[src/rtl/io_pkg.sv]
// io_pkg: shared constants and types for the input-port FIFO.
// Contents:
//   IO_DATA_W     - width of a switch word (32)
//   IO_FIFO_DEPTH - default FIFO depth (4)
//   IO_DB_CYCLES  - default debounce stability window in cycles (16)
//   io_word_t     - one switch word
package io_pkg;
    localparam int IO_DATA_W     = 32;
    localparam int IO_FIFO_DEPTH = 4;
    localparam int IO_DB_CYCLES  = 16;
    typedef logic [IO_DATA_W-1:0] io_word_t;
endpackage

[src/rtl/io_debounce.sv]
// io_debounce: level filter that follows its input only after it has held a new value
// for DB_CYCLES consecutive cycles; any return to the current level restarts the count.
// Ports:
//   clk  - clock, rising edge
//   rst  - synchronous active-high reset (level and counter cleared to 0)
//   i_d  - synchronized input level
//   o_q  - filtered level
module io_debounce
    import io_pkg::*;
#(
    parameter int DB_CYCLES = IO_DB_CYCLES
)(
    input  logic clk,
    input  logic rst,
    input  logic i_d,
    output logic o_q
);
    localparam int CW = $clog2(DB_CYCLES + 1);

    logic [CW-1:0] r_cnt;
    logic          r_q;

    always_ff @(posedge clk) begin
        if (rst) begin
            r_q   <= 1'b0;
            r_cnt <= '0;
        end else if (i_d == r_q) begin
            r_cnt <= '0;
        end else if (r_cnt == CW'(DB_CYCLES - 1)) begin
            r_q   <= i_d;
            r_cnt <= '0;
        end else begin
            r_cnt <= r_cnt + 1'b1;
        end
    end

    assign o_q = r_q;
endmodule

[src/rtl/io_in_port.sv]
// io_in_port: captures the switch word on each filtered button press into a show-ahead FIFO
// read by the IO interface.
// Ports:
//   clk        - clock, rising edge
//   rst        - synchronous active-high reset
//   sw         - raw switch word
//   btn        - raw asynchronous "data valid" button
//   rd_ack     - one-cycle pulse: IO interface consumed data_input
//   data_input - FIFO head word (0 when empty)
//   is_ready   - FIFO non-empty
//   overflow   - sticky: a capture was dropped because the FIFO was full
//   count      - FIFO occupancy
// Configuration: define IO_IN_DEBOUNCE_EN to insert the io_debounce filter after the
// synchronizer; otherwise the synchronizer output is used directly and DB_CYCLES is unused.
module io_in_port
    import io_pkg::*;
#(
    parameter int DEPTH     = IO_FIFO_DEPTH,
    parameter int DB_CYCLES = IO_DB_CYCLES
)(
    input  logic                   clk,
    input  logic                   rst,
    input  logic [IO_DATA_W-1:0]   sw,
    input  logic                   btn,
    input  logic                   rd_ack,
    output logic [IO_DATA_W-1:0]   data_input,
    output logic                   is_ready,
    output logic                   overflow,
    output logic [$clog2(DEPTH):0] count
);
    localparam int AW = $clog2(DEPTH);

    if (DEPTH < 2 || DEPTH > 16 || (DEPTH & (DEPTH - 1)) != 0 || DB_CYCLES < 1) begin : g_bad_param
        $error("io_in_port: DEPTH must be a power of two in 2..16 and DB_CYCLES >= 1");
    end

    io_word_t      r_mem [DEPTH];
    logic [AW-1:0] r_wp, r_rp;
    logic [AW:0]   r_count;
    logic [1:0]    r_sync, r_vld;
    logic          r_armed, r_prev, r_ovf;
    logic          w_filt, w_push, w_pop, w_full, w_wr;

`ifdef IO_IN_DEBOUNCE_EN
    io_debounce #(.DB_CYCLES(DB_CYCLES)) u_db (
        .clk (clk),
        .rst (rst),
        .i_d (r_sync[1]),
        .o_q (w_filt)
    );
`else
    assign w_filt = r_sync[1];
`endif

    // Reset clears the synchronizer, so a button held through reset would look like a fresh
    // press once the pipeline refills. Edges are only accepted after a genuine post-reset
    // low has been seen (r_vld marks when the synchronizer holds post-reset samples).
    assign w_push = r_armed && w_filt && !r_prev;
    assign w_full = r_count == (AW+1)'(DEPTH);
    assign w_pop  = rd_ack && r_count != '0;
    // A simultaneous pop frees the slot, so a push into a full FIFO still succeeds.
    assign w_wr   = w_push && (!w_full || w_pop);

    always_ff @(posedge clk) begin
        if (rst) begin
            r_sync  <= '0;
            r_vld   <= '0;
            r_armed <= 1'b0;
            r_prev  <= 1'b0;
            r_wp    <= '0;
            r_rp    <= '0;
            r_count <= '0;
            r_ovf   <= 1'b0;
        end else begin
            r_sync  <= {r_sync[0], btn};
            r_vld   <= {r_vld[0], 1'b1};
            r_armed <= r_armed || (r_vld[1] && !r_sync[1]);
            r_prev  <= w_filt;
            if (w_wr) r_wp <= r_wp + 1'b1;
            if (w_pop) r_rp <= r_rp + 1'b1;
            r_count <= r_count + (AW+1)'(w_wr) - (AW+1)'(w_pop);
            if (w_push && !w_wr) r_ovf <= 1'b1;
        end
    end

    always_ff @(posedge clk) begin
        if (!rst && w_wr) r_mem[r_wp] <= sw;
    end

    assign data_input = (r_count != '0) ? r_mem[r_rp] : '0;
    assign is_ready   = r_count != '0;
    assign overflow   = r_ovf;
    assign count      = r_count;
endmodule

[config.mk]
export PLATFORM = sky130hd
export DESIGN_NAME = io_in_port
export DESIGN_NICKNAME = d
export VERILOG_FILES = /design/src/rtl/io_pkg.sv /design/src/rtl/io_debounce.sv /design/src/rtl/io_in_port.sv
export SDC_FILE = /design/constraint.sdc
export NUM_CORES = 1
export LEC_CHECK = 0
export CAP_MARGIN = 20
export CORE_UTILIZATION = 53
export DETAILED_ROUTE_END_ITERATION = 12
export PLACE_DENSITY = 0.77
export SYNTH_ARGS = -nofsm -noshare
export SYNTH_HDL_FRONTEND = slang
export SYNTH_HIERARCHICAL = 1
export SYNTH_SLANG_ARGS = --single-unit
[constraint.sdc]
create_clock -name clk -period 2.7 [get_ports clk]
set_input_delay 0.54 -clock clk [delete_from_list [all_inputs] [get_ports clk]]
set_output_delay 0.54 -clock clk [all_outputs]
set_load 0.05 [all_outputs]
==> reports/results.ini <==
[outcome]
status=completed

[synth]
synth_nets=310
syn_inst=268
ys.warnings.count=6
synthDistinctLibCells=27
synth_area_leaders=edfxtp_1, mux4_2, dfxtp_1
synthTopCellsByCount=edfxtp_1, and2_1, mux4_2, dfxtp_1, nor2_1
async_reset_ff_frac=0
syn-cell-area_mm2=0.00553
ys_seq_area_frac=0.753
synth_area_leader_cell=edfxtp_1
ys.flop_type=edfxtp_1
synth_top_area_frac=0.695
syn_area_per_cell_um2=20.6
synth_edf_count=128
ys_ff_latch=144
yosysMostFrequentCell=edfxtp_1

[worst_setup_path]
endpoint_kind=primary output
critPathKind=flip-flop to primary output
ff2ff_setup_slack_ns=0.48
arrival_ns=2.08
critPathMaxFanout=11
required_ns=2.16
cp-start-kind=flip-flop

[timing]
hold_viol=0
fin_crit_sh=0.971
fmax_ghz=0.381
rsz0062_at_grt=no
worst_pin_slew_ns=0.491
final_max_slew_viol_count=0
tns_ns=0
finalClockSkew_ns=0.00814
setup_viol=0
setup_ws_ns=0.0774
period_needed_ns=2.62
relSlewSlack=0.670

[clock_network]
cts_tree=done
cts.clk_slew.worst_paths_ns=0.06
cts_root_buf=clkbuf_8
clk_latency_ns=0.51
ctsHtreeMaxLevel=4
cts_setup_buffers=0
cts_buffers=17
numClockSinks=144
clockBufferDepth=2

[detailed_routing]
drc=0
ant_nets=0
dr.pass1.iters=4
drt_iter0_markers=117
vias=2769
detail_route.wl_per_cell_um=19.8
viasPerCell=5.47
totalWireLength_um=10000

[die]
die_height_um=104
rows=36
io_pins=73
dieArea_mm2=0.0108
core_region_area_mm2=0.00995
start_util=0.556
die_x_um=104

[placement]
dpl_cell_area_mm2=0.00677
dp.cells=475
gp_congestion=0.740
portBuffers=72
pre_cts_ws_ns=0.0737
dpl.hpwl_um=5850

[global_route]
grt_util_all_layers=0.204
grt_pass1_wl_um=15900
antenna_found_initial=0
grt_max_degree=34
grt_overflow=0
grt_pass1_vias=2969

[run]
drv_cap=0

[layout]
drive_above_1_share=0.300
fillCellCount=550
final_cells=506
num-nets-final=403
finish.instance_area_mm2=0.00743
fin_util=0.746
area_delta_synth_final_pct=34.2
diodes=0

[power_and_ir_drop]
leakage_nw=2.52
powerDensity_mw_per_mm2=1160
peakVddDrop_uv=612

[worst_hold_path]
hold_path_class=flip-flop to flip-flop

## layout by cell type, fill, tap and decap left out, drive strengths merged
cell type        n
edfxtp         128
buf             46
clkdlybuf4s50   39
and2            37
mux4            32
clkbuf          18
dfxtp           16
nor2            10
nor2b            6
bufinv           6
inv              6
ha               5
clkinv           5
xor2             3
nor3             2
nand2            2
or3              1
o31ai            1
nand3b           1
nor4b            1
a21o             1
mux2             1
o311ai           1
mux2i            1
a21oi            1
o21a             1
fa               1
clkinvlp         1
## registers in the layout (all words and copies together) (netlist names), named ones only
signal,count
count,3
overflow,1
r_armed,1
r_mem,128
r_prev,1
r_rp,2
r_sync,2
r_vld,2
r_wp,2
## repair_timing
| item | 4_1_cts | 5_1_grt |
|---|---|---|
| gates resized for setup | 1 | 1 |
| endpoints found under the setup margin | 1 | 1 |
| hold buffers | 0 | 0 |
## where the power goes
| group | switching [mW] | internal (mW) | total [mW] |
|---|---|---|---|
| combinational | 1.84 | 1.65 | 3.49 |
| clock | 0.858 | 1.69 | 2.54 |
| sequential | 0.0779 | 2.47 | 2.55 |
## stage by stage
step,power (mW),hold slack [ns]
after floorplan,4.54,0.414
after global placement,6.05,0.419
after detailed placement,6.09,0.441
after CTS,8.65,0.453
after global routing,8.85,0.473
final,8.58,0.453
## kinds of logic (layout without fill, tap and decap cells)
group	count (synthesis)	count (layout)	share of synthesized area
and+or+nand+nor	60	60	0.0638
adders and majority gates	6	6	0.0149
AOI/OAI and AO/OA	5	5	0.00656
buffers and inverters	16	121	0.0217
xor gates and xnor gates	3	3	0.00475
muxes	34	34	0.135
DFF	144	144	0.753
## layer usage
layer  routed length (um)  vias up  track usage
met2                 5210      105        0.347
met3                  464       26       0.0533
met5                    0        -            0
met4                  321        0        0.111
li1                     -     1239            -
met1                 4040     1399        0.237
## final timing paths
kind                            cells after the start       from              to
worst min-delay path                                1   r_vld[0]        r_vld[1]
worst min register to register                      1   r_vld[0]        r_vld[1]
worst max-delay path                                4  flip-flop  data_input[31]
worst max register to register                      8   count[1]        count[2]
## worst max-delay path, stage by stage (launching register included)
cell	delay, ns
dfxtp_2	0.37
buf_8	0.18
mux4_1	0.62
and2_1	0.24
buf_12	0.16
## layout make-up
cell class              instances  area [um2]  area share
repair buffers                 85        1170       0.157
clock buffers                  18         418      0.0563
flip-flops and latches        144        4170       0.561
inverters                       5        18.8     0.00253
multi-input cells             108        1250       0.169
clock inverters                13         235      0.0317
well taps                     133         166      0.0224
No activity file was read; power rests on OpenSTA's default activity.
